--- src/rtl/muldiv_unit.sv ---
// Iterative MIPS-style HI/LO multiply/divide unit (shift-add multiply, restoring divide).
// Optional MULDIV_FAST_MUL_EN replaces the iterative multiply with a single-cycle multiplier.
module muldiv_unit (
  input  logic        clk,
  input  logic        rst_n,
  input  logic        start,
  input  logic [1:0]  op,
  input  logic [31:0] a,
  input  logic [31:0] b,
  input  logic        flush,
  input  logic        hi_we,
  input  logic        lo_we,
  input  logic [31:0] hi_wdata,
  input  logic [31:0] lo_wdata,
  output logic        busy,
  output logic        done,
  output logic        div_zero,
  output logic [31:0] hi,
  output logic [31:0] lo
);

  typedef enum logic [1:0] {IDLE, CALC, FIX} state_t;

  state_t      state, state_nxt;
  logic [1:0]  op_q;
  logic        sign_a, sign_b, dz_q;
  logic [4:0]  cnt;
  logic [31:0] opnd;
  logic [63:0] acc;

  logic        accept, fix_fire, write_hl;
  logic [31:0] mag_a, mag_b;
  logic [32:0] mul_sum, div_shift;
  logic [31:0] div_diff;
  logic        div_ge;
  logic [63:0] acc_step, prod;
  logic [31:0] quot, rem, res_hi, res_lo;

  // Signed ops work on magnitudes; op[0]=0 selects the signed variants.
  assign mag_a  = (~op[0] & a[31]) ? -a : a;
  assign mag_b  = (~op[0] & b[31]) ? -b : b;
  assign accept = (state == IDLE) && start && !flush;

  always_ff @(posedge clk or negedge rst_n) begin
    if (!rst_n) state <= IDLE;
    else        state <= state_nxt;
  end

  always_comb begin
    state_nxt = state;
    case (state)
      IDLE: if (accept) begin
        if (op[1] && (b == 32'd0)) state_nxt = FIX;
`ifdef MULDIV_FAST_MUL_EN
        else if (!op[1])           state_nxt = FIX;
`endif
        else                       state_nxt = CALC;
      end
      CALC:    if (cnt == 5'd31) state_nxt = FIX;
      FIX:     state_nxt = IDLE;
      default: state_nxt = IDLE;
    endcase
    if (flush) state_nxt = IDLE;
  end

  always_comb begin
    busy     = (state != IDLE);
    fix_fire = (state == FIX) && !flush;
    write_hl = fix_fire && !dz_q;
  end

  // acc holds {partial product, multiplier} or {remainder, dividend/quotient}.
  always_comb begin
    mul_sum   = {1'b0, acc[63:32]} + (acc[0] ? {1'b0, opnd} : 33'd0);
    div_shift = {acc[63:32], acc[31]};
    div_ge    = div_shift >= {1'b0, opnd};
    div_diff  = div_shift[31:0] - opnd;
    if (op_q[1])
      acc_step = div_ge ? {div_diff, acc[30:0], 1'b1} : {div_shift[31:0], acc[30:0], 1'b0};
    else
      acc_step = {mul_sum, acc[31:1]};
  end

  always_comb begin
    prod   = (~op_q[0] & (sign_a ^ sign_b)) ? -acc : acc;
    quot   = (~op_q[0] & (sign_a ^ sign_b)) ? -acc[31:0] : acc[31:0];
    rem    = (~op_q[0] & sign_a) ? -acc[63:32] : acc[63:32];
    res_hi = op_q[1] ? rem  : prod[63:32];
    res_lo = op_q[1] ? quot : prod[31:0];
  end

  always_ff @(posedge clk or negedge rst_n) begin
    if (!rst_n) begin
      op_q     <= 2'b00;
      sign_a   <= 1'b0;
      sign_b   <= 1'b0;
      dz_q     <= 1'b0;
      cnt      <= 5'd0;
      opnd     <= 32'd0;
      acc      <= 64'd0;
      done     <= 1'b0;
      div_zero <= 1'b0;
      hi       <= 32'd0;
      lo       <= 32'd0;
    end else begin
      done     <= fix_fire;
      div_zero <= fix_fire & dz_q;
      if (accept) begin
        op_q   <= op;
        sign_a <= a[31];
        sign_b <= b[31];
        dz_q   <= op[1] & (b == 32'd0);
        cnt    <= 5'd0;
        opnd   <= op[1] ? mag_b : mag_a;
        acc    <= op[1] ? {32'd0, mag_a} : {32'd0, mag_b};
`ifdef MULDIV_FAST_MUL_EN
        if (!op[1]) acc <= {32'd0, mag_a} * {32'd0, mag_b};
`endif
      end else if (state == CALC) begin
        acc <= acc_step;
        cnt <= cnt + 5'd1;
      end
      // A completing operation overrides same-edge MTHI/MTLO writes.
      if (write_hl)   hi <= res_hi;
      else if (hi_we) hi <= hi_wdata;
      if (write_hl)   lo <= res_lo;
      else if (lo_we) lo <= lo_wdata;
    end
  end

endmodule
--- config.mk ---
export PLATFORM = sky130hd
export DESIGN_NAME = muldiv_unit
export DESIGN_NICKNAME = d
export VERILOG_FILES = /design/src/rtl/muldiv_unit.sv
export SDC_FILE = /design/constraint.sdc
export NUM_CORES = 1
export LEC_CHECK = 0
export BUFFER_PORTS_ARGS = -buffer_cell sky130_fd_sc_hd__buf_4
export CAP_MARGIN = 10
export CORE_UTILIZATION = 40
export CTS_CLUSTER_DIAMETER = 80
export DETAILED_ROUTE_END_ITERATION = 10
export HOLD_SLACK_MARGIN = 0.15
export PLACE_DENSITY = 0.68
export SLEW_MARGIN = 20
export SYNTH_ARGS = -nofsm -noshare
export SYNTH_HDL_FRONTEND = slang
export SYNTH_SLANG_ARGS = --single-unit
--- constraint.sdc ---
create_clock -name clk -period 4.1 [get_ports clk]
set_clock_uncertainty 0.15 [all_clocks]
set_input_delay 0.82 -clock clk [delete_from_list [all_inputs] [get_ports clk]]
set_output_delay 0.82 -clock clk [all_outputs]
set_load 0.03 [all_outputs]
Yosys cells after proc, flatten, opt, wreduce, memory -nomap -nowiden
Index checks and enable logic that the tools add are counted.
{ "totals": {"reg_bits": 174, "in_bits": 136, "out_inout_bits": 67, "elab_cells": 74} }
{ "classes": {"n_addsub": 8, "n_lt_le_gt_ge": 1, "eq_ne": 5, "n_mux": 25, "bitwise_logic": 9, "n_reduce_logical": 14} }
{ "op_table": {"columns": ["cell", "count"], "rows": [
  ["$mux W32", 13],
  ["$mux W64", 5],
  ["$neg A32 Y32", 4],
  ["$neg A64 Y64", 1],
  ["$add A32 B32 Y33", 1],
  ["$ge A33 B32 Y1", 1],
  ["$logic_not A32 Y1", 1],
  ["$sub A32 B32 Y32", 1],
  ["$mux W5", 2],
  ["$mux W2", 4],
  ["$reduce_bool A2 Y1", 4],
  ["$and A1 B1 Y1", 6],
  ["$ne A3 B3 Y1 const B", 2],
  ["$add A5 B1 Y5 const B", 1],
  ["$eq A5 B5 Y1 const B", 1],
  ["$logic_and A1 B1 Y1", 5],
  ["$pmux W2 S2", 1],
  ["$eq A2 B1 Y1 const B", 1],
  ["$eq A2 B2 Y1 const B", 1],
  ["$logic_not A1 Y1", 2],
  ["$logic_not A2 Y1", 1],
  ["$not A1 Y1", 2],
  ["$reduce_and A2 Y1", 1],
  ["$xor A1 B1 Y1", 1]
]} }

Logic depth before layout (Yosys ltp)
{ "depth": {"word_depth": 6, "mapped_depth": 14, "mapped_depth_nobuf": 13} }

Worst setup path after synthesis
Ideal clock, no wire load.
{ "synth_timing": {"path_kind": "register -> register", "start": "register acc[0]", "end": "register hi[16]", "setup_ns": 0.137, "arrival_ns": 3.450, "required_ns": 3.813, "path_slack_ns": 0.363, "path_stages_with_launch": 14, "n_path_buf": 2, "synth_period_minus_slack_ns": 3.737, "path_cell_list": "dfrtp_1 inv_1 clkbuf_1 ha_1 or4b_1 or3_1 clkbuf_1 nor3b_4 a31oi_4 or4_4 nand2b_4 o21ai_1 xor2_1 a21oi_1"} }
{ "synth_via": {"elab_chain_cells": 4} }
{ "synth_lines": {"columns": ["item", "line_no", "text"], "rows": [
  ["from (decl)", "29", "logic [63:0] acc;"],
  ["from (signal assigned)", "115", "acc <= op[1] ? {32'd0, mag_a} : {32'd0, mag_b};"],
  ["from (signal assigned)", "120", "acc <= acc_step;"],
  ["$neg A64 Y64", "85", "prod = (~op_q[0] & (sign_a ^ sign_b)) ? -acc : acc;"],
  ["$mux W64", "85", null],
  ["$mux W32", "88", "res_hi = op_q[1] ? rem : prod[63:32];"],
  ["$mux W32", "124", "if (write_hl) hi <= res_hi;"],
  ["to (signal assigned)", "124", null],
  ["to (signal assigned)", "125", "else if (hi_we) hi <= hi_wdata;"],
  ["to (decl)", "18", "output logic [31:0] hi,"]
]} }
No other way between the ends.
A chain may end at the register's enable or synchronous reset.

Worst setup path in the final report
{ "layout_timing": {"start": "register acc[31]", "end": "register acc[60]"} }
{ "layout_via": {"elab_chain_cells": 5, "word_cells_on_any_way": 6, "classes_between": "add/sub (1); order compare (1); mux (4)"} }
{ "layout_lines": {"columns": ["item", "line_no", "text"], "rows": [
  ["$sub A32 B32 Y32 or $ge A33 B32 Y1 (tied branches)", "77, 76", null],
  ["$mux W64 (*)", "79", "acc_step = div_ge ? {div_diff, acc[30:0], 1'b1} : {div_shift[31:0], acc[30:0], 1'b0};"],
  ["$mux W64 (*)", "78", "if (op_q[1])"],
  ["$mux W64 (*)", "119", "end else if (state == CALC) begin"],
  ["$mux W64 (*)", "108", "if (accept) begin"]
]} }
Mark *: on every way between the ends. The rest lies on a longest branch, timed or not. The select of a mux whose other input is x is not followed.

==> impl_metrics.yaml <==
synthesis:
  synth_area_per_cell_um2: 7.93
  synth_ff_type: "dfrtp_1"
  synth_area_leader_cell: "dfrtp_1"
  synth_cells: 1919
  ys_ff_latch: 174
  ys_warn_count: 0
  synth_top_area_share_pct: 28.6
  syn-cell-area_um2: 15200
  ys_types: 73
  syn_nets: 2127
  ys_seq_area_share_pct: 28.6
  synth_edf_count: 0
  yosysMostFrequentCell: "nand2_1"
  synth_common_cells: "nand2_1, o21ai_0, dfrtp_1"
  yosys-top-cells-area: "dfrtp_1, mux2i_1, o21ai_0"
  async_reset_ff_share_pct: 100
global_route:
  grt_max_degree: 77
  antenna_found_initial: 1
  grt_pass1_vias: 14160
  track_usage_pct: 26.6
  grt_first_pass_wirelength_um: 80300
  overflow: 0
clock_tree:
  postCtsSetupBuffers: 0
  cts_max_level: 4
  clock_latency_ns: 0.45
  hold_buffers: 0
  clock_tree.root_cell: "clkbuf_16"
  cts_tree: "built"
  clkSlewWorstSetupHoldPaths_ns: 0.08
  numCtsBuffers: 17
  clock_sinks: 174
  clockBufferDepth: 2
  cts_resized: 0
timing:
  rsz0062_at_grt: "false"
  max_freq_mhz: 250
  tns_ns: 0
  finalWorstPathRequiredPeriod_ns: 4.00
  slew-limit-headroom_pct: 29.2
  drv_slew: 0
  post-route-period-util_pct: 97.6
  worst_slew_pin_slew_ns: 1.06
  timing.hold.ws_ns: 0.236
  finalHoldViolCount: 0
  setup_viol: 0
cells_and_area:
  drive_above_1_share_pct: 16.5
  nets: 2313
  diodes: 0
  syn_to_final_growth_pct: 19.8
  nFillCells: 3622
place:
  io_buffer_count: 202
  place.gp.congestion: 0.962
  dp_hpwl_um: 40900
die:
  die_y_um: 197
  core_um2: 37600
  rows: 71
  ios: 203
  die-area_um2: 38800
  start_util_pct: 40.5
  die_x_um: 197
worst_setup_path:
  worstPathCellList: "inv_1 -> ha_1 -> inv_1 -> fa_1 -> a21o_1 -> a221oi_1 -> o21ai_1 -> a2111oi_0 -> buf_4 -> o21ai_0 -> a31oi_1 -> o21bai_1 -> nor3b_1 -> a211oi_1"
  crit_top_cell: "inv_1"
  critPathMaxStageDelay_ns: 0.61
  worstPathArrival_ns: 4.20
  start_kind: "flip-flop"
  timing.critical_path.buf_inv: 3
  cp_slowest_cell: "a2111oi_0"
  cp.required_ns: 4.29
  crit_type: "flip-flop to flip-flop"
  cp_top_family: "compound AO/OA/AOI/OAI gates"
  crit_path_max_fanout: 3
  worstSetupEndpointType: "flip-flop"
drt:
  routed_wirelength_um: 52500
  wl_per_cell_um: 20.0
  first_pass_iters: 6
  avgViaCountPerCell: 5.82
  postRouteAntennaNets: 0
  drc: 0
  drt-initial-drc-count: 1283
  dr_total_vias: 15297
job:
  max-cap-violations: 0
power:
  vdd_ir_drop_max_mv: 0.331
  power.density_nw_per_um2: 636
  leakagePower_nw: 8.17
worst_hold_path:
  hp-class: "input pin to asynchronous set/reset pin"
outcome:
  outcome: "completed"
-- layout by cell type, fill, tap and decap left out, types with 8 or more instances in the layout --
cell type	instances
a211oi_1	25
a21o_1	35
a21oi_1	157
a22o_1	9
a31oi_1	21
and3_1	18
buf_4	275
clkbuf_16	17
dfrtp_1	173
ha_1	70
inv_1	61
mux2i_1	105
nand2_1	212
nand2b_1	17
nand3_1	32
nor2_1	159
nor2b_1	28
nor3_1	44
nor3b_1	12
nor4_1	11
o211ai_1	39
o21a_1	12
o21ai_0	193
o221ai_1	14
o31ai_1	23
o41ai_1	9
or2_2	8
or3_1	23
or4_1	14
xnor2_1	105
xor2_1	61
-- power by group --
part	internal [W]	switching (W)	total, W
sequential	0.00212	0.000565	0.00268
clock	0.000835	0.000874	0.00171
combinational	0.00302	0.00418	0.00721
total	0.00598	0.00562	0.0116
-- routing by layer --
layer,vias to the layer above,share of wire [%],global-route usage (%)
met4,0,4.0,10.8
met5,-,0,0
met3,100,7.2,3.60
met2,638,43,39.7
met1,7258,46,38.4
li1,7301,-,-
-- logic make-up (layout without fill, tap and decap cells) --
kind of cell / after synthesis / count (layout) / synth area share [%]
compound gates: 609 / 609 / 25.0
xor+xnor: 166 / 166 / 9.55
fa+ha+maj: 72 / 72 / 6.02
buf+inv: 175 / 374 / 4.36
flops: 174 / 174 / 28.6
mux: 111 / 111 / 7.35
simple gates: 612 / 612 / 19.1
-- state kept, by name, summed over array words and instances, names as in the netlist --
name / flops
div_zero: 1
op_q: 2
sign_a: 1
hi: 32
done: 1
sign_b: 1
lo: 32
opnd: 32
state: 2
dz_q: 1
acc: 64
cnt: 5
-- through the flow --
stage / utilization, % / instances / power [W] / cell area [um^2] / worst slack [ns]
floorplan: - / 1919 / 0.00747 / 15200 / 0.363
global placement: 46.9 / 2597 / 0.00966 / 17600 / 0.283
detailed placement: 46.9 / 2597 / 0.00976 / 17600 / 0.245
CTS: 48.5 / 2629 / 0.0115 / 18200 / 0.211
global route: 48.5 / 2629 / 0.0124 / 18200 / 0.0123
finish: 48.5 / 2629 / 0.0116 / 18200 / 0.0987
-- path summary, 6_finish.rpt --
check | start | to | slack (ns) | cells past startpoint
max | acc[31]$_DFFE_PN0P_ | acc[60]$_DFFE_PN0P_ | 0.1 | 14
min | rst_n | lo[10]$_DFFE_PN0P_ | 0.24 | 1
max reg2reg | acc[31]$_DFFE_PN0P_ | acc[60]$_DFFE_PN0P_ | 0.1 | 14
min reg2reg | opnd[12]$_DFFE_PN0P_ | opnd[12]$_DFFE_PN0P_ | 0.34 | 2
max in group asynchronous | rst_n | hi[30]$_DFFE_PN0P_ | 2.51 | 3
min in group clk | opnd[12]$_DFFE_PN0P_ | opnd[12]$_DFFE_PN0P_ | 0.34 | 2
-- final cells by class --
cell class              count  area [um^2]  share of cell area [%]
well taps                 511          639                    3.51
repair buffers            281         2180                    11.9
flip-flops and latches    174         4360                    23.9
clock inverters            15          186                    1.02
multi-input cells        1570        10200                    56.1
inverters                  61          229                    1.26
clock buffers              17          425                    2.33
Note: power is estimated with default switching activity, not from simulation.
